==> src/rtl/bin2bcd_seq_ctrl_pkg.sv <==
// Shared definitions for the sequential binary-to-BCD converter:
// controller state encoding and digit-adjust constants.
package bin2bcd_seq_ctrl_pkg;

    typedef enum logic [1:0] {
        ST_IDLE   = 2'd0,
        ST_ADJUST = 2'd1,
        ST_SHIFT  = 2'd2,
        ST_DONE   = 2'd3
    } state_e;

    localparam logic [3:0] ADJ_THRESH = 4'd5;
    localparam logic [3:0] ADJ_ADD    = 4'd3;

endpackage

==> src/rtl/bin2bcd_seq_ctrl_if.sv <==
// Request/result bundle between the arithmetic result registers (master)
// and the binary-to-BCD converter (slave).
interface bin2bcd_seq_ctrl_if #(
    parameter int unsigned BIN_W  = 14,
    parameter int unsigned DIGITS = 4
);
    logic                  start;
    logic [BIN_W-1:0]      bin_in;
    logic                  busy;
    logic                  done;
    logic [4*DIGITS-1:0]   bcd_out;
    logic                  overflow;

    modport master (
        output start, bin_in,
        input  busy, done, bcd_out, overflow
    );

    modport slave (
        input  start, bin_in,
        output busy, done, bcd_out, overflow
    );
endinterface

==> src/rtl/bin2bcd_seq_ctrl_add3_if_ge5.sv <==
// Double-dabble digit cell: adds 3 to a BCD digit of 5 or more so that the
// following left shift carries correctly into the next digit.
module add3_if_ge5
    import bin2bcd_seq_ctrl_pkg::*;
(
    input  logic [3:0] din,
    output logic [3:0] dout
);
    always_comb begin
        dout = din;
        if (din >= ADJ_THRESH) begin
            dout = din + ADJ_ADD;
        end
    end
endmodule

==> src/rtl/bin2bcd_seq_ctrl.sv <==
// Sequential binary-to-BCD converter: one ADJUST + SHIFT pair per input bit,
// reusing a single row of digit-adjust cells on the scratch register.
module bin2bcd_seq_ctrl
    import bin2bcd_seq_ctrl_pkg::*;
#(
    parameter int unsigned BIN_W  = 14,
    parameter int unsigned DIGITS = 4
) (
    input  logic                clk,
    input  logic                rst,
    bin2bcd_seq_ctrl_if.slave   bus
);
    localparam int unsigned BCD_W = 4 * DIGITS;
    localparam int unsigned CNT_W = $clog2(BIN_W + 1);
    localparam int unsigned SR_W  = BCD_W + BIN_W + 1;

    state_e             state_q, state_d;
    logic [BIN_W-1:0]   shift_bin_q, shift_bin_d;
    logic [BCD_W-1:0]   scratch_q, scratch_d;
    logic [BCD_W-1:0]   bcd_q, bcd_d;
    logic [CNT_W-1:0]   cnt_q, cnt_d;
    logic               ovf_acc_q, ovf_acc_d;
    logic               overflow_q, overflow_d;
    logic               busy_q, busy_d;
    logic               done_q, done_d;

    logic [BCD_W-1:0]   adj;
    logic [SR_W-1:0]    shifted;
    logic               carry_out;

    for (genvar g = 0; g < DIGITS; g++) begin : g_digit
        add3_if_ge5 u_cell (
            .din  (scratch_q[4*g +: 4]),
            .dout (adj[4*g +: 4])
        );
    end

    // Top bit is the MSB of the top digit falling off the end: the value no
    // longer fits in DIGITS digits, so it is folded into the overflow flag.
    assign shifted   = {scratch_q, shift_bin_q, 1'b0};
    assign carry_out = shifted[SR_W-1];

    always_comb begin
        state_d     = state_q;
        shift_bin_d = shift_bin_q;
        scratch_d   = scratch_q;
        bcd_d       = bcd_q;
        cnt_d       = cnt_q;
        ovf_acc_d   = ovf_acc_q;
        overflow_d  = overflow_q;

        case (state_q)
            ST_IDLE: begin
                if (bus.start) begin
                    shift_bin_d = bus.bin_in;
                    scratch_d   = '0;
                    ovf_acc_d   = 1'b0;
                    cnt_d       = CNT_W'(BIN_W);
                    state_d     = ST_ADJUST;
                end
            end
            ST_ADJUST: begin
                scratch_d = adj;
                state_d   = ST_SHIFT;
            end
            ST_SHIFT: begin
                scratch_d   = shifted[SR_W-2:BIN_W];
                shift_bin_d = shifted[BIN_W-1:0];
                ovf_acc_d   = ovf_acc_q | carry_out;
                cnt_d       = cnt_q - CNT_W'(1);
                if (cnt_q == CNT_W'(1)) begin
                    bcd_d      = shifted[SR_W-2:BIN_W];
                    overflow_d = ovf_acc_q | carry_out;
                    state_d    = ST_DONE;
                end else begin
                    state_d = ST_ADJUST;
                end
            end
            ST_DONE: begin
                state_d = ST_IDLE;
            end
            default: begin
                state_d = ST_IDLE;
            end
        endcase

        // Moore outputs registered from the next state so they line up with it.
        busy_d = (state_d != ST_IDLE);
        done_d = (state_d == ST_DONE);
    end

    always_ff @(posedge clk) begin
        if (rst) begin
            state_q     <= ST_IDLE;
            shift_bin_q <= '0;
            scratch_q   <= '0;
            bcd_q       <= '0;
            cnt_q       <= '0;
            ovf_acc_q   <= 1'b0;
            overflow_q  <= 1'b0;
            busy_q      <= 1'b0;
            done_q      <= 1'b0;
        end else begin
            state_q     <= state_d;
            shift_bin_q <= shift_bin_d;
            scratch_q   <= scratch_d;
            bcd_q       <= bcd_d;
            cnt_q       <= cnt_d;
            ovf_acc_q   <= ovf_acc_d;
            overflow_q  <= overflow_d;
            busy_q      <= busy_d;
            done_q      <= done_d;
        end
    end

    assign bus.busy     = busy_q;
    assign bus.done     = done_q;
    assign bus.bcd_out  = bcd_q;
    assign bus.overflow = overflow_q;

endmodule
==> src/flat_wrapper.sv <==
// flat-port wrapper written by rule: the top's interface ports become plain ports
module bin2bcd_seq_ctrl_flat import bin2bcd_seq_ctrl_pkg::*;
#(
    parameter int unsigned BIN_W  = 14,
    parameter int unsigned DIGITS = 4
)
  (clk, rst, bus_start, bus_bin_in, bus_busy, bus_done, bus_bcd_out, bus_overflow);
  bin2bcd_seq_ctrl_if #(.BIN_W(BIN_W), .DIGITS(DIGITS)) bus_i ();
  input  logic clk;
  input  logic rst;
  input wire logic [$bits(bus_i.start)-1:0] bus_start;
  input wire logic [$bits(bus_i.bin_in)-1:0] bus_bin_in;
  output wire logic [$bits(bus_i.busy)-1:0] bus_busy;
  output wire logic [$bits(bus_i.done)-1:0] bus_done;
  output wire logic [$bits(bus_i.bcd_out)-1:0] bus_bcd_out;
  output wire logic [$bits(bus_i.overflow)-1:0] bus_overflow;
  assign bus_i.start = bus_start;
  assign bus_i.bin_in = bus_bin_in;
  assign bus_busy = bus_i.busy;
  assign bus_done = bus_i.done;
  assign bus_bcd_out = bus_i.bcd_out;
  assign bus_overflow = bus_i.overflow;
  bin2bcd_seq_ctrl #(.BIN_W(BIN_W), .DIGITS(DIGITS)) u_core (.clk(clk), .rst(rst), .bus(bus_i));
endmodule
==> config.mk <==
export PLATFORM = sky130hd
export DESIGN_NAME = bin2bcd_seq_ctrl_flat
export DESIGN_NICKNAME = d
export VERILOG_FILES = /design/src/rtl/bin2bcd_seq_ctrl_pkg.sv /design/src/rtl/bin2bcd_seq_ctrl_if.sv /design/src/rtl/bin2bcd_seq_ctrl_add3_if_ge5.sv /design/src/rtl/bin2bcd_seq_ctrl.sv /design/src/flat_wrapper.sv
export SDC_FILE = /design/constraint.sdc
export NUM_CORES = 1
export LEC_CHECK = 0
export CAP_MARGIN = 10
export CORE_MARGIN = 10
export CORE_UTILIZATION = 50
export DETAILED_ROUTE_END_ITERATION = 10
export GPL_ROUTABILITY_DRIVEN = 0
export GPL_TIMING_DRIVEN = 0
export PLACE_DENSITY = 0.74
export SYNTH_ARGS = -nofsm -noshare
export SYNTH_HDL_FRONTEND = slang
export SYNTH_HIERARCHICAL = 1
export SYNTH_SLANG_ARGS = --single-unit
==> constraint.sdc <==
create_clock -name clk -period 2.3 [get_ports clk]
set_clock_uncertainty 0.15 [all_clocks]
set_input_delay 0.46 -clock clk [delete_from_list [all_inputs] [get_ports clk]]
set_output_delay 0.46 -clock clk [all_outputs]
set_load 0.02 [all_outputs]
==> impl_metrics.csv <==
group,metric,value,unit
clock_tree,cts_setup_buffers,0,
sta,hold_viol,0,
cells_and_area,multiInputGateArea,1520,µm²
clock_tree,ctsHtreeMaxLevel,2,
worst_setup_path,timing.critical_path.to,"bus_bcd_out[2]",
synth,yosysSeqAreaShare,0.396,
sta,max_freq,526,MHz
power,power_leakage,0.00117,µW
global_route,antenna_found_initial,0,
clock_tree,clkLatencyLatePin,310,ps
worst_setup_path,cp.arrival,1290,ps
synth,ys_warn_count,6,
sta,rsz0062_at_grt,"no",
sta,period_minus_slack,1900,ps
worst_setup_path,r2r_start,"u_core/state_q[0]",
status,status,"completed",
detailed_routing,wl_met3,348,µm
worst_setup_path,critPathLaunch,"u_core/bus.bcd_out[2]",
worst_setup_path,required,1690,ps
global_route,track_usage,0.136,
clock_tree,cts_tree,"done",
clock_tree,cts_root_buf,"clkbuf_8",
global_route,grt_max_degree,17,
placement,dpl.hpwl,4270,µm
detailed_routing,wl,5970,µm
floorplan,start_util,0.514,
synth,synthDistinctLibCells,35,
sta,whs,311,ps
detailed_routing,drc,0,
floorplan,dieArea,9070,µm²
worst_setup_path,r2r_cells,7,
clock_tree,cts_hold_buf,0,
clock_tree,clockBufferDepth,2,
cells_and_area,drive_gt1_frac,0.130,
power,powerDensity,898,nW/µm²
power,ir_worst_vdd,378,µV
detailed_routing,first_pass_iters,4,
worst_setup_path,critPathKind,"reg2out",
worst_setup_path,cp-end-kind,"primary output",
sta,setup_violations,0,
global_route,grt_overflow_total,0,
power,totalPowerFinal,3010,µW
worst_setup_path,cpMaxStageDelayCell,"clkdlybuf4s50_1",
detailed_routing,wl_met1,2720,µm
power,seqPwrFrac,0.411,
synth,avgSynthCellArea,9.04,µm²
sta,finalCritPeriodShare,0.826,
worst_setup_path,worst-path-max-fanout,2,
synth,ys_ff_latch,56,
clock_tree,cts_buffers,5,
sta,tns,0,ps
power,p_int,1890,µW
power,p_clk_frac,0.187,
sta,finalMaxSlewViolations,0,
detailed_routing,wl_per_cell,14.0,µm
power,combPwrFrac,0.402,
cells_and_area,fillCellCount,458,
detailed_routing,top_layer,"met4",
synth,synthesis.nets,344,
clock_tree,clock_sinks,56,
floorplan,rows,27,
global_route,grt_pass1_vias,2149,
floorplan,num_io_pins,36,
power,netSwitchingPower,1130,µW
worst_setup_path,crit_chain,"clkdlybuf4s50_1",
clock_tree,clk_pin_slew,100,ps
worst_setup_path,crit_family,"buffers and inverters",
cells_and_area,area_growth,18.5,%
placement,io_buffers,34,
sta,relSlewSlack,0.564,
worst_setup_path,r2r_setup_slack,460,ps
flow_run,cap_violations,0,
worst_setup_path,critical-path-max-stage-delay,620,ps
floorplan,die_x,95.2,µm
clock_tree,cts_resized,0,
detailed_routing,drtIter0Drc,92,
cells_and_area,register_area,1120,µm²
power,switching_share,0.374,
detailed_routing,wl_met2,2830,µm
cells_and_area,num-nets-final,385,
worst_hold_path,hold_path_class,"reg2reg",
floorplan,die_y,95.2,µm
detailed_routing,num_vias,2280,
worst_setup_path,path_buf_inv,1,
floorplan,core_area,5510,µm²
worst_setup_path,r2r-end,"u_core/shift_bin_q[13]",
synth,syn_area,2830,µm²
cells_and_area,n_antenna_cell,0,
detailed_routing,ant_nets,0,
worst_setup_path,path_depth,1,
detailed_routing,viasPerCell,5.34,
global_route,grt_pass1_wl,10100,µm
synth,netlist_instances,313,
worst_setup_path,crit_path_start_kind,"register",
sta,worst_pin_slew,654,ps
logic make-up (layout without fill, tap and decap cells):
kind of cell	after synthesis	in the layout	share of synthesized area
simple gates	102	102	0.165
mux	19	19	0.0690
fa+ha+maj	14	14	0.0619
xor+xnor	4	4	0.0124
flops	56	56	0.396
buf+inv	35	77	0.0654
compound gates	83	83	0.230
sequential cells by signal (all words and copies together) (netlist names):
name,flops
u_core/state_q,2
u_core/scratch_q,16
u_core/cnt_q,4
u_core/bus.overflow,1
u_core/bus.bcd_out,16
u_core/shift_bin_q,14
u_core/ovf_acc_q,1
u_core/bus.busy,1
u_core/bus.done,1
placed cells by master (no fill, tap or decap), drive strengths merged, types with 2 or more instances in the layout:
cell type | netlist | final
dfxtp | 56 | 56
nand2 | 51 | 51
clkdlybuf4s50 | 0 | 34
nor2 | 25 | 25
a21oi | 24 | 24
mux2i | 18 | 18
a22oi | 16 | 16
o2bb2ai | 16 | 16
a211oi | 16 | 16
buf | 15 | 15
ha | 14 | 14
inv | 13 | 13
clkbuf | 6 | 13
nand2b | 10 | 10
o21ai | 9 | 9
nor3 | 6 | 6
xnor2 | 4 | 4
nand3 | 2 | 2
nor4 | 2 | 2
power by group through the flow:
stage               clock (µW)  sequential, µW  combinational, µW
global route               612            1260               1340
global placement             0            1250               1190
finish                     563            1240               1210
detailed placement           0            1260               1220
floorplan                    0            1250                946
CTS                        581            1240               1220
per-layer routing:
metal | track usage | vias to the layer above
li1 | - | 1179
met1 | 0.166 | 1057
met2 | 0.223 | 40
met3 | 0.0416 | 4
met4 | 0.0461 | 0
met5 | 0 | -
layout make-up:
cell class,instances,share of cell area
Clock inverter,1,0.00224
Multi-Input combinational cell,222,0.454
Inverter,14,0.0157
Clock buffer,7,0.0257
Timing Repair Buffer,34,0.101
Sequential cell,56,0.334
Tap cell,72,0.0269
Buffer,21,0.0395
worst min path at each step:
stage | cells past startpoint | to | start
2_1_floorplan | 2 | u_core/shift_bin_q[0] | u_core/shift_bin_q[0]
4_1_cts | 2 | u_core/bus.bcd_out[12] | u_core/bus.bcd_out[12]
6_report | 2 | u_core/bus.bcd_out[6] | u_core/bus.bcd_out[6]
5_1_grt | 2 | u_core/bus.bcd_out[5] | u_core/bus.bcd_out[5]
3_3_place_gp | 2 | u_core/bus.bcd_out[8] | u_core/bus.bcd_out[8]
3_5_place_dp | 2 | u_core/bus.bcd_out[12] | u_core/bus.bcd_out[12]
synth_stat cells (all sizes together):
cell / n / share of area
or2: 1 / 0.0022
o2bb2ai: 16 / 0.050
buf: 15 / 0.039
nor4: 2 / 0.0066
xnor2: 4 / 0.012
a22oi: 16 / 0.042
dfxtp: 56 / 0.40
nand4bb: 1 / 0.0040
nor2b: 1 / 0.0022
a22o: 1 / 0.0031
clkbuf: 6 / 0.0080
mux2i: 18 / 0.064
clkinv: 1 / 0.0013
nand4b: 1 / 0.0053
a21oi: 24 / 0.049
mux2: 1 / 0.0053
a221oi: 1 / 0.0031
nand2b: 10 / 0.023
nor4bb: 1 / 0.0035
nand2: 51 / 0.068
nor3: 6 / 0.011
ha: 14 / 0.062
and4: 1 / 0.0031
nor2: 25 / 0.033
nand3: 2 / 0.0035
inv: 13 / 0.017
o21ai: 9 / 0.016
a211oi: 16 / 0.067
worst register-to-register path, stage by stage (launching register included):
cell	delay (ps)
dfxtp_1	390
inv_1	90
ha_1	220
buf_4	180
mux2_4	310
buf_4	190
nor2_1	130
a211oi_2	60
metrics by stage:
| step | instance area, µm² | setup slack, ps | instances | util |
|---|---|---|---|---|
| after global placement | 3260 | 146 | 419 | 0.592 |
| after CTS | 3350 | 371 | 427 | 0.609 |
| after global routing | 3350 | 312 | 427 | 0.609 |
| after detailed placement | 3260 | 147 | 419 | 0.592 |
| final | 3350 | 399 | 427 | 0.609 |
| after floorplan | 2830 | 614 | 313 | - |
Note: power is estimated with default switching activity, not from simulation.
